<file path="src/rtl/multdiv_iter.sv">
// Iterative signed multiply/divide unit for the execute stage.
// Multiply: radix-2 Booth over WIDTH cycles. Divide: restoring division on
// magnitudes over WIDTH cycles, then a one-cycle sign/exception fix-up.
// Handshake: a start is ctrl_MULT or ctrl_DIV high at a clock edge and is
// always accepted (an operation in flight is abandoned without a result).
// busy is high while an operation is in flight. data_resultRDY is a
// single-cycle pulse that qualifies data_result/data_exception, which stay
// held afterwards. The FSM state is held in state_q (type state_t).
module multdiv_iter #(
  parameter int WIDTH = 32
) (
  input  logic             clock,
  input  logic             reset,
  input  logic [WIDTH-1:0] data_operandA,
  input  logic [WIDTH-1:0] data_operandB,
  input  logic             ctrl_MULT,
  input  logic             ctrl_DIV,
  output logic [WIDTH-1:0] data_result,
  output logic             data_exception,
  output logic             data_resultRDY,
  output logic             busy
);

  localparam int CW = $clog2(WIDTH) + 1;
  localparam logic [WIDTH-1:0] MIN_NEG = {1'b1, {(WIDTH-1){1'b0}}};
  localparam logic [WIDTH-1:0] ALL_ONES = {WIDTH{1'b1}};

  typedef enum logic [2:0] {IDLE, MUL_RUN, DIV_RUN, DIV_FIX, DONE} state_t;

  state_t           state_q, state_d;
  logic [CW-1:0]    cnt_q, cnt_d;
  logic [WIDTH-1:0] a_q, a_d;       // original operand A
  logic [WIDTH-1:0] b_q, b_d;       // original operand B
  logic [WIDTH-1:0] hi_q, hi_d;     // Booth P_hi / division remainder R
  logic [WIDTH-1:0] lo_q, lo_d;     // Booth P_lo / division quotient Q
  logic             qm1_q, qm1_d;   // Booth q_-1
  logic [WIDTH-1:0] res_q, res_d;
  logic             exc_q, exc_d;

  // Datapath temporaries
  logic [WIDTH:0]   booth_sum;
  logic [WIDTH:0]   rem_shift;
  logic [WIDTH:0]   rem_diff;
  logic [WIDTH-1:0] b_abs;

  // State and datapath registers with synchronous active-low reset
  always_ff @(posedge clock) begin
    if (!reset) begin
      state_q <= IDLE;
      cnt_q   <= '0;
      a_q     <= '0;
      b_q     <= '0;
      hi_q    <= '0;
      lo_q    <= '0;
      qm1_q   <= 1'b0;
      res_q   <= '0;
      exc_q   <= 1'b0;
    end else begin
      state_q <= state_d;
      cnt_q   <= cnt_d;
      a_q     <= a_d;
      b_q     <= b_d;
      hi_q    <= hi_d;
      lo_q    <= lo_d;
      qm1_q   <= qm1_d;
      res_q   <= res_d;
      exc_q   <= exc_d;
    end
  end

  // Next-state logic: start handling, Booth step, restoring-divide step, fix-up
  always_comb begin
    state_d   = state_q;
    cnt_d     = cnt_q;
    a_d       = a_q;
    b_d       = b_q;
    hi_d      = hi_q;
    lo_d      = lo_q;
    qm1_d     = qm1_q;
    res_d     = res_q;
    exc_d     = exc_q;
    booth_sum = {hi_q[WIDTH-1], hi_q};
    b_abs     = b_q[WIDTH-1] ? -b_q : b_q;
    rem_shift = {hi_q, lo_q[WIDTH-1]};
    rem_diff  = rem_shift - {1'b0, b_abs};

    if (ctrl_MULT || ctrl_DIV) begin
      // Any start restarts the unit; multiply wins when both are asserted
      cnt_d = '0;
      a_d   = data_operandA;
      b_d   = data_operandB;
      hi_d  = '0;
      qm1_d = 1'b0;
      exc_d = 1'b0;
      if (ctrl_MULT) begin
        state_d = MUL_RUN;
        lo_d    = data_operandB;
      end else begin
        state_d = DIV_RUN;
        lo_d    = data_operandA[WIDTH-1] ? -data_operandA : data_operandA;
      end
    end else begin
      case (state_q)
        MUL_RUN: begin
          if (cnt_q == CW'(WIDTH)) begin
            state_d = DONE;
            res_d   = lo_q;
            exc_d   = (hi_q != {WIDTH{lo_q[WIDTH-1]}});
          end else begin
            // WIDTH+1 bit add/sub so that subtracting -2^(WIDTH-1) keeps its sign
            case ({lo_q[0], qm1_q})
              2'b01:   booth_sum = {hi_q[WIDTH-1], hi_q} + {a_q[WIDTH-1], a_q};
              2'b10:   booth_sum = {hi_q[WIDTH-1], hi_q} - {a_q[WIDTH-1], a_q};
              default: booth_sum = {hi_q[WIDTH-1], hi_q};
            endcase
            hi_d  = booth_sum[WIDTH:1];
            lo_d  = {booth_sum[0], lo_q[WIDTH-1:1]};
            qm1_d = lo_q[0];
            cnt_d = cnt_q + CW'(1);
          end
        end
        DIV_RUN: begin
          if (cnt_q == CW'(WIDTH)) begin
            state_d = DIV_FIX;
          end else begin
            if (rem_shift >= {1'b0, b_abs}) begin
              hi_d = rem_diff[WIDTH-1:0];
              lo_d = {lo_q[WIDTH-2:0], 1'b1};
            end else begin
              hi_d = rem_shift[WIDTH-1:0];
              lo_d = {lo_q[WIDTH-2:0], 1'b0};
            end
            cnt_d = cnt_q + CW'(1);
          end
        end
        DIV_FIX: begin
          state_d = DONE;
          if (b_q == '0) begin
            res_d = '0;
            exc_d = 1'b1;
          end else if (a_q == MIN_NEG && b_q == ALL_ONES) begin
            res_d = MIN_NEG;
            exc_d = 1'b1;
          end else begin
            res_d = (a_q[WIDTH-1] != b_q[WIDTH-1]) ? -lo_q : lo_q;
            exc_d = 1'b0;
          end
        end
        DONE:    state_d = IDLE;
        default: state_d = IDLE;
      endcase
    end
  end

  // Outputs decoded from registered state
  always_comb begin
    data_result    = res_q;
    data_exception = exc_q;
    data_resultRDY = (state_q == DONE);
    busy           = (state_q == MUL_RUN) || (state_q == DIV_RUN) || (state_q == DIV_FIX);
  end

endmodule

</file>
<file path="config.mk">
export PLATFORM = sky130hd
export DESIGN_NAME = multdiv_iter
export DESIGN_NICKNAME = d
export VERILOG_FILES = /design/src/rtl/multdiv_iter.sv
export SDC_FILE = /design/constraint.sdc
export NUM_CORES = 1
export LEC_CHECK = 0
export ABC_AREA = 1
export CAP_MARGIN = 20
export CORE_MARGIN = 5
export CORE_UTILIZATION = 30
export DETAILED_ROUTE_END_ITERATION = 16
export HOLD_SLACK_MARGIN = 0.1
export PLACE_DENSITY_LB_ADDON = 0.1
export RECOVER_POWER = 100
export SYNTH_ARGS = -nofsm -noshare
export SYNTH_HDL_FRONTEND = slang
export SYNTH_SLANG_ARGS = --single-unit
</file>
<file path="constraint.sdc">
create_clock -name clock -period 6.2 [get_ports clock]
set_clock_uncertainty 0.1 [all_clocks]
set_input_delay 0.62 -clock clock [delete_from_list [all_inputs] [get_ports clock]]
set_output_delay 0.62 -clock clock [all_outputs]
set_load 0.02 [all_outputs]
</file>
==> results of run 1 <==
==> how the worst min path moves through the flow <==
stage | depth (start not counted) | end | slack [ns]
after global routing | 2 | data_result[21] | 0.38
after detailed placement | 2 | data_result[25] | 0.36
after global placement | 2 | cnt_q[5] | 0.35
after floorplan | 2 | cnt_q[5] | 0.34
after CTS | 2 | data_result[25] | 0.37
final | 2 | data_result[25] | 0.36
==> routing by layer <==
| metal | share of wire (%) | global-route usage, % | vias up |
|---|---|---|---|
| li1 | - | - | 9142 |
| met1 | 47 | 32.9 | 8704 |
| met2 | 47 | 40.3 | 449 |
| met3 | 4.0 | 2.77 | 72 |
| met4 | 2.4 | 6.33 | 0 |
| met5 | 0 | 0 | - |
==> layout make-up <==
cell class	instances	share of cell area, %
Multi-Input combinational cell	2111	58.1
Sequential cell	171	18.7
Inverter	429	8.79
Timing Repair Buffer	118	6.17
Clock buffer	17	2.32
Tap cell	688	4.70
Clock inverter	15	1.22
==> synthesized netlist by cell type (17+ instances only) <==
library cell    n  area share [%]
inv_1         412             9.6
a32oi_1        26             1.4
o21ai_0       184             5.7
xnor2_1        26             1.4
nor3_1         37             1.2
xor2_1         68             3.7
dfxtp_1       171              21
buf_2          17            0.53
nand3_1       177             5.5
clkbuf_1       62             1.4
a21oi_1       243             7.6
ha_1           72             5.6
nand4_1        37             1.4
nand2_1       740              17
nor2_1        333             7.8
==> power groups by stage <==
stage,Sequential [uW],Clock [uW],Combinational (uW)
after floorplan,1240,0,846
after global routing,1250,1290,1450
after detailed placement,1270,0,1300
after global placement,1270,0,1300
final,1250,1220,1300
after CTS,1240,1250,1300
==> cells by family (layout without fill, tap and decap cells) <==
group	Yosys count	in the layout	share of synthesized area [%]
compound gates	546	546	18.8
xor+xnor	94	94	5.12
fa+ha+maj	74	74	5.85
buf+inv	519	579	12.5
flops	171	171	21.3
simple gates	1397	1397	36.5
==> metrics by stage <==
stage,hold slack (ns),worst slack [ns],total power (uW),area [sq um]
floorplan,0.339,3.04,2080,16100
global placement,0.351,1.55,2570,17700
detailed placement,0.359,1.53,2570,17700
CTS,0.371,1.51,3800,18400
global route,0.384,1.07,3990,18300
finish,0.364,1.34,3770,18300
==> flip-flops by register name (all words and copies together), names as in the netlist <==
register / cells
data_exception: 1
hi_q: 32
cnt_q: 6
data_result: 32
qm1_q: 1
a_q: 32
b_q: 32
state_q: 3
lo_q: 32
==> worst min-delay path, cell delays in order, from the launching register on <==
cell	delay, ns
dfxtp_1	0.31
nand2_1	0.06
a21oi_1	0.05
==> results by group, run 1 <==
Status
  – Status: finished, violations left
  – Failing checks: max-capacitance violations, max-slew violations

Place
  – GPL Wtd Cong: between 0.9 and 1
  – Placed insts: approximately 3.5k
  – Port Buf Inserts: 102
  – Hpwl dp: 58500 um

Setup path
  – Crit path to: hi_q[23]
  – Worst EP arrival: approximately 5 ns
  – Worst Path Buf+Inv: 2
  – CP Cell Sequence: inv_1 > o21ai_0 > nor2_1 > nand2_1 > xor2_1 > ha_1 > a21oi_1 > o21ai_0 > a21oi_1 > nand2_1 > nor2_1 > nand2_8 > inv_1 > nand2_1 > nand3_1 > a21oi_1
  – CP delay by family, top: simple AND/OR/NAND/NOR gates
  – Cell count along the critical path: 16
  – Crit path launch type: flip-flop
  – R2R cell count: 16
  – CP endpoint kind: flip-flop
  – WS Path Type: reg2reg
  – Slowest stage delay, CP: 0.84 ns
  – R2R Setup Slk: between 1 and 1.5 ns
  – Crit path from: b_q[31]
  – Reg2reg start: b_q[31]
  – R2r endpoint: hi_q[23]
  – CP max FO: 51
  – Worst path slowest cell: dfxtp_1
  – CP required: about 6.5 ns

Pwr
  – Flop pwr share: 33.0%
  – Combinational power share: between 30% and 40%
  – Worst-case vdd ir drop: roughly 0.24 mV
  – Leakage power: 0.00893 uW
  – Switch share: 42.2%
  – Net switching power: roughly 1600 uW
  – Power per cell area: roughly 200 nW/um^2
  – P_int: about 2200 uW
  – Clock Power Share: between 30 and 40%

Timing
  – Max-slew violations: about 120
  – Fmax: slightly above 200 MHz
  – Final hold violation count: 0
  – Actual slew at the worst max-slew pin: 1.86 ns
  – Min Tclk post-route: about 5 ns
  – # setup viols final: 0
  – Slew HR: -23.8%
  – Period utilisation layout: between 70% and 80%
  – RSZ-0062 raised after global routing: no
  – Fin Setup TNS: 0 ns

Synth
  – Netlist Area Pre-Place: approximately 16000 sq um
  – Ys async rst share: 0%
  – Synth warnings: 0
  – Syn_area_per_cell: 5.74 sq um
  – Most used DFF post-synth: dfxtp_1
  – #FFs+latches synth: around 170
  – Post-synth EDFFs: 0
  – Number of cells produced by synthesis: 2801
  – Register area share after synthesis: about a fifth
  – Unique masters post-synth: 56
  – Syn Nets: ~3k

Detailed routing
  – Via Count: roughly 18k
  – Drt total wl: between 70000 and 80000 um
  – Residual DRC: 0
  – Wire per inst: ~20 um
  – Initial DRC Count: 1284
  – DRT Pass-1 Iters: 6
  – Post-route ant nets: 0
  – Routed vias/inst: ~5.2

GRT
  – GRT Overall Usage: between 20% and 30%
  – Global route overflow: 0
  – Vias in the first global route: roughly 18k
  – Antenna violations before repair: 0
  – Largest net degree at the start of global routing: 68
  – First-pass GRT wire length: roughly 110000 um

Layout
  – Final net count: 2990
  – Most common cell after layout, fill and taps aside: nand2_1
  – Fillers: roughly 6.0k
  – Diode count: 0
  – Most frequent cells in the layout: 740 x nand2_1, 411 x inv_1, 334 x nor2_1
  – Multi-input logic area: ~11000 sq um
  – Area Growth Syn to Fin: 13.9%
  – Share of cells above drive strength 1: 3.70%
  – End-of-flow core utilization: between 30% and 40%
  – FF/Latch Area: approximately 3400 sq um
  – Final cell count without fillers: about 3.5k

Floorplan
  – Die Ht: about 240 um
  – Starting Density: between 30% and 40%
  – CORE AREA: roughly 53000 sq um
  – FP Rows: 84
  – Chip width: 242 um
  – I/O pins: 103
  – Die ar.: between 50000 and 60000 sq um

Clocking
  – Worst skew pair latency: approximately 0.50 ns
  – Post-CTS Hold Buffers: 0
  – Clk root buf: clkbuf_16
  – Clock buffer depth: 2
  – Clock transition at the registers of the reported paths: around 0.080 ns
  – Post-CTS Resized: 0
  – Total clock sinks: 171
  – Max H-tree Level: 4
  – Number of setup buffers added after CTS: 0
  – CTS buffer count: 17
  – TritonCTS clock tree: done

Worst hold path
  – Hold path startpoint: data_result[25]
  – Hold WC Path Type: reg2reg

Flow run
  – # Max-Cap Violations: 3
No activity file was read; power rests on OpenSTA's default activity.
==> run 2, diff against run 1 <==
Clock period 6.2 ns to 4.7 ns, I/O delays scaled along.
==> run 2 against run 1 <==
Compared with the run above: clock power is 22% higher; the flow still finishes with violations (max-capacitance violations, max-slew violations); largest cell class unchanged; sequential power is 30% higher; final cell count is 0.34% higher; via count is 0.25% lower; first-iteration DRC count is 26% higher; worst hold slack better by 0.0024 ns; sequential share of layout area hardly changed; power is 28% higher; routed wire length is 1.0% lower; non-clock buffer count is 12 higher.
==> results by group, run 2 (synthesized netlist as in run 1, its figures left out) <==
Flow run
  – # Max-Cap Violations: 1 (-2)

Place
  – GPL Wtd Cong: 0.977 (+1.5%)
  – Placement Cell Area: 17800 sq um (+0.44%)
  – Port Buf Inserts: 102 (unchanged)
  – Hpwl dp: 58000 um (-0.81%)

Pwr
  – Worst-case vdd ir drop: 0.304 mV (+28%)
  – Power per cell area: 264 nW/um^2 (+28%)
  – Tot Pwr: 4840 uW (+28%)
  – Leakage power: 0.00897 uW (+0.43%)

Floorplan
  – Chip width: 242 um (unchanged)
  – FP Rows: 84 (unchanged)
  – Die Ht: 242 um (unchanged)
  – Die ar.: 58300 sq um (unchanged)
  – I/O pins: 103 (unchanged)
  – CORE AREA: 52900 sq um (unchanged)
  – Starting Density: 30.4% (unchanged)

Layout
  – Fillers: 6000 (-0.65%)
  – Share of cells above drive strength 1: 4.18% (+0.47 points)
  – Most common cell after layout, fill and taps aside: nand2_1
  – Design area: 18300 sq um (+0.14%)
  – Final net count: 3002 (+0.40%)
  – Most frequent cells in the layout: 740 x nand2_1, 411 x inv_1, 334 x nor2_1
  – Diode count: 0 (unchanged)
  – Area Growth Syn to Fin: 14.1%

GRT
  – GRT Overall Usage: 23.4% (-0.55 points)
  – First-pass GRT wire length: 107000 um (-1.8%)
  – Largest net degree at the start of global routing: 68 (unchanged)
  – Global route overflow: 0 (unchanged)
  – Vias in the first global route: 17.5k (-0.20%)
  – Antenna violations before repair: 0 (unchanged)

Status
  – Status: finished, violations left
  – Failing checks: max-capacitance violations, max-slew violations

Clocking
  – Clock buffer depth: 2 (unchanged)
  – Max H-tree Level: 4 (unchanged)
  – Clk root buf: clkbuf_16
  – Clock transition at the registers of the reported paths: 0.08 ns (about the same)
  – Number of setup buffers added after CTS: 0 (unchanged)
  – CTS buffer count: 17 (unchanged)
  – Worst skew pair latency: 0.49 ns (about the same)
  – Post-CTS Hold Buffers: 0 (unchanged)
  – Post-CTS Resized: 0 (unchanged)
  – TritonCTS clock tree: done
  – Total clock sinks: 171 (unchanged)

Detailed routing
  – Post-route ant nets: 0 (unchanged)
  – Residual DRC: 0 (unchanged)
  – Via Count: 18.3k (-0.25%)
  – Wire per inst: 20.0 um (-1.3%)
  – Routed vias/inst: 5.15 (-0.58%)
  – Initial DRC Count: 1621 (+26%)
  – DRT Pass-1 Iters: 5 (-1)
  – Drt total wl: 71200 um (-1.0%)

Setup path
  – Worst EP arrival: 4.81 ns (-0.34 ns)
  – Most frequent CP cell: nor2_1
  – CP Cell Sequence: dlygate4sd3_1 > clkbuf_1 > nor2_1 > clkinv_1 > nor2_1 > buf_4 > a221oi_1 > a21oi_1
  – Cell count along the critical path: 8 (-8)
  – Slowest stage delay, CP: 1.22 ns (+0.38 ns)
  – CP endpoint kind: flip-flop
  – CP delay by family, top: simple AND/OR/NAND/NOR gates
  – Worst path slowest cell: nor2_1
  – Crit path launch type: input pin
  – CP max FO: 18 (-65%)
  – Worst Path Buf+Inv: 4 (+2)
  – CP required: 5.00 ns (-1.48 ns)
  – R2R cell count: 20 (+4)
  – WS Path Type: in2reg

Timing
  – # setup viols final: 0 (unchanged)
  – Max-slew violations: 17 (-86%)
  – Final hold violation count: 0 (unchanged)
  – Actual slew at the worst max-slew pin: 1.55 ns (-0.306 ns)
  – Fin Setup TNS: 0 ns (unchanged)
  – WHS: 0.367 ns (+0.00242 ns)
  – Period utilisation layout: 95.8%
  – Min Tclk post-route: around 4.5 ns
  – Fmax: ~220 MHz
  – RSZ-0062 raised after global routing: no
  – Slew HR: -3.82% (+20 points)

Worst hold path
  – Hold WC Path Type: reg2reg
  – Hold Path Cell Cnt: 2 (unchanged)
-- run 2: cell types whose count changed in the layout (fill, tap and decap cells not counted), moves of 2 or more --
cell / delta
buf_4: +12
inv_6: +4
bufinv_16: -2
clkinv_8: -2
o21ai_1: +2
clkbuf_2: +3
o21ai_0: -2
inv_8: -2
-- run 2: metal layers --
metal / wire (um) / GRT usage (%) / share of wire [%] / up-vias
li1: - / - / - / 9156
met1: 33100 / 32.4 / 46 / 8525
met5: 0 / 0 / 0 / -
met4: 1760 / 6.38 / 2.5 / 0
met2: 32700 / 38.7 / 46 / 561
met3: 3710 / 2.95 / 5.2 / 80
-- run 2: per-stage QoR --
step / setup WS [ns] / util, % / instances
2_1_floorplan: 1.54 / - / 2801
3_3_place_gp: 0.496 / 33.7 / 3529
3_5_place_dp: 0.503 / 33.7 / 3529
4_1_cts: 0.507 / 34.8 / 3561
5_1_grt: 0.0415 / 34.7 / 3561
6_report: 0.196 / 34.7 / 3561
-- run 2: cell type report --
cell class	instances	area (sq um)	share of cell area, %
Multi-Input combinational cell	2111	10700	58.1
Sequential cell	171	3420	18.7
Inverter	429	1610	8.78
Timing Repair Buffer	130	1210	6.58
Tap cell	688	861	4.69
Clock buffer	19	443	2.41
Clock inverter	13	143	0.777
-- run 2: final timing paths --
check / from / end / slack (ns)
worst min-delay path: data_result[27] / data_result[27] / 0.37
worst max register to register: b_q[0] / hi_q[4] / 0.55
worst max-delay path: ctrl_MULT / lo_q[1] / 0.20
worst min register to register: data_result[27] / data_result[27] / 0.37
-- run 2: worst register-to-register path: stages (launching register included) --
cell	delay [ns]
dfxtp_1	0.33
inv_1	0.10
ha_1	0.17
nand3_1	0.13
inv_1	0.13
nand3_1	0.12
nand2_1	0.12
o21ai_0	0.14
nor2_1	0.24
nand2_1	0.12
xor2_1	0.35
ha_1	0.37
a21oi_1	0.24
o21ai_0	0.10
a21oi_1	0.12
nand2_1	0.10
nor2_4	0.19
nand2_8	0.25
nor2_1	0.34
nand2_1	0.12
a31oi_2	0.20
-- run 2: power by group --
part | switching [uW] | internal, uW
clock network | 766 | 725
logic | 1190 | 529
registers | 107 | 1530
total | 2060 | 2780
==> run 3, diff against run 2 <==
Settings changed: PLACE_DENSITY_LB_ADDON 0.1 to unset.
==> run 3 against run 2 <==
Compared with the run above: sequential power about the same; final cell count down 0.22%; critical endpoint is now lo_q[26]; the flow still finishes with violations (max-capacitance violations, max-slew violations); utilization about the same; count of clock-buffer cells in the layout down 1; via count down 0.67%; largest power group unchanged; worst hold slack worse by 0.0050 ns.
==> results by group, run 3 (synthesized netlist as in run 1, its figures left out) <==
Status
  – Status: finished, violations left
  – Failing checks: max-capacitance violations, max-slew violations

Setup path
  – CP max FO: 74 (+56)
  – CP Cell Sequence: dlygate4sd3_1 > buf_4 > nor2_1 > clkbuf_1 > clkbuf_2 > nor2_1 > o21ai_0 > a21oi_1
  – Worst EP arrival: 4.48 ns (-0.33 ns)
  – Crit path from: ctrl_MULT
  – Most frequent CP cell: nor2_1
  – WS Path Type: in2reg
  – Worst path slowest cell: clkbuf_2
  – R2R Setup Slk: 0.61 ns (+0.06 ns)
  – Crit path launch type: input pin
  – Worst Path Buf+Inv: 4 (unchanged)
  – Slowest stage delay, CP: 1.14 ns (-0.08 ns)
  – CP delay by family, top: buffers and inverters
  – CP endpoint kind: flip-flop
  – Reg2reg start: b_q[2]
  – CP required: 4.94 ns (-0.06 ns)

Floorplan
  – Starting Density: 30.4% (unchanged)
  – Chip width: 242 um (unchanged)
  – Die Ht: 242 um (unchanged)
  – I/O pins: 103 (unchanged)
  – CORE AREA: 52900 sq um (unchanged)
  – FP Rows: 84 (unchanged)
  – Die ar.: 58300 sq um (unchanged)

GRT
  – Vias in the first global route: 16.9k (-3.5%)
  – First-pass GRT wire length: 96700 um (-9.7%)
  – Antenna violations before repair: 0 (unchanged)
  – Global route overflow: 0 (unchanged)
  – GRT Overall Usage: 20.7% (-2.7 points)
  – Largest net degree at the start of global routing: 75 (+10%)

Clocking
  – Number of setup buffers added after CTS: 0 (unchanged)
  – Worst skew pair latency: 0.49 ns (about the same)
  – Post-CTS Hold Buffers: 0 (unchanged)
  – CTS buffer count: 17 (unchanged)
  – Clock buffer depth: 2 (unchanged)
  – Clock transition at the registers of the reported paths: 0.07 ns (about the same)
  – TritonCTS clock tree: done
  – Total clock sinks: 171 (unchanged)
  – Post-CTS Resized: 0 (unchanged)
  – Clk root buf: clkbuf_16
  – Max H-tree Level: 4 (unchanged)

Detailed routing
  – Residual DRC: 0 (unchanged)
  – Wire per inst: 17.8 um (-11%)
  – Post-route ant nets: 0 (unchanged)
  – Routed vias/inst: 5.12 (-0.45%)
  – Via Count: 18.2k (-0.67%)
  – Initial DRC Count: 1591 (-1.9%)
  – DRT Pass-1 Iters: 8 (+3)
  – Drt total wl: 63300 um (-11%)

Layout
  – Share of cells above drive strength 1: 3.94% (-0.23 points)
  – Diode count: 0 (unchanged)
  – Final net count: 2995 (-0.23%)
  – Final cell count without fillers: 3553 (-0.22%)
  – End-of-flow core utilization: 34.7% (-0.038 points)
  – Area Growth Syn to Fin: 13.9%
  – Most common cell after layout, fill and taps aside: nand2_1
  – Design area: 18300 sq um (-0.11%)
  – Most frequent cells in the layout: 740 x nand2_1, 411 x inv_1, 333 x nor2_1

Place
  – Placement Cell Area: 17700 sq um (-0.30%)
  – Port Buf Inserts: 102 (unchanged)
  – Placed insts: 3522 (-0.20%)
  – GPL Wtd Cong: 0.993 (+1.7%)
  – Hpwl dp: 51200 um (-12%)

Timing
  – Actual slew at the worst max-slew pin: 1.53 ns (-0.0233 ns)
  – Fin Setup TNS: 0 ns (unchanged)
  – RSZ-0062 raised after global routing: no
  – Min Tclk post-route: 4.25 ns (-0.257 ns)
  – Period utilisation layout: 90.4% (-5.5 points)
  – Final hold violation count: 0 (unchanged)
  – Fmax: 235 MHz (+6.0%)
  – Slew HR: -1.89% (+1.9 points)
  – # setup viols final: 0 (unchanged)
  – Max-slew violations: 33 (+16)

Worst hold path
  – Hold WC Path Type: reg2reg
  – Hold path startpoint: data_result[2]

Pwr
  – Leakage power: 0.00895 uW (-0.25%)
  – Power per cell area: 264 nW/um^2 (+0.11%)
  – Tot Pwr: 4840 uW (about the same)
  – Worst-case vdd ir drop: 0.279 mV (-8.5%)

Flow run
  – # Max-Cap Violations: 1 (unchanged)
[run 3: cell count changes in the layout (fill, tap and decap cells not counted), moves of 2 or more]
| cell | change |
|---|---|
| o21ai_0 | +2 |
| clkbuf_2 | -2 |
| clkinv_8 | -3 |
| inv_6 | -4 |
| o21ai_1 | -2 |
| clkinv_4 | +3 |
| bufinv_16 | +3 |
| buf_4 | -4 |
[run 3: power by group]
| part | switching, uW | total [uW] | internal (uW) |
|---|---|---|---|
| logic | 1160 | 1680 | 527 |
| registers | 105 | 1630 | 1530 |
| clock network | 679 | 1530 | 847 |
| total | 1940 | 4840 | 2900 |
[run 3: worst min-delay path, cell delays in order (launching register included)]
cell and delay (ns):
dfxtp_1 0.31, nand2_1 0.06, a21oi_1 0.05
[run 3: per-stage QoR]
stage	hold WS [ns]	setup WS, ns
detailed placement	0.356	0.778
CTS	0.302	0.745
finish	0.362	0.453
global placement	0.357	0.808
floorplan	0.339	1.54
global route	0.380	0.209
[run 3: routing by layer]
metal  track usage [%]  vias up  wire length [um]
met3              2.65       90              3860
met5                 0        -                 0
met1              27.8     8325             28200
li1                  -     9142                 -
met4              6.95        0              1950
met2              34.6      642             29300
[run 3: layout make-up]
| cell class | instances | area (sq um) |
|---|---|---|
| Clock inverter | 13 | 183 |
| Clock buffer | 18 | 429 |
| Multi-Input combinational cell | 2111 | 10700 |
| Sequential cell | 171 | 3420 |
| Timing Repair Buffer | 123 | 1160 |
| Inverter | 429 | 1610 |
| Tap cell | 688 | 861 |
| Fill cell | 6003 | 34500 |
[run 3: final timing paths]
path                                        to  depth (start not counted)
worst max register to register        hi_q[20]                         25
worst max-delay path                  lo_q[26]                          8
worst min-delay path            data_result[2]                          2
worst min register to register  data_result[2]                          2
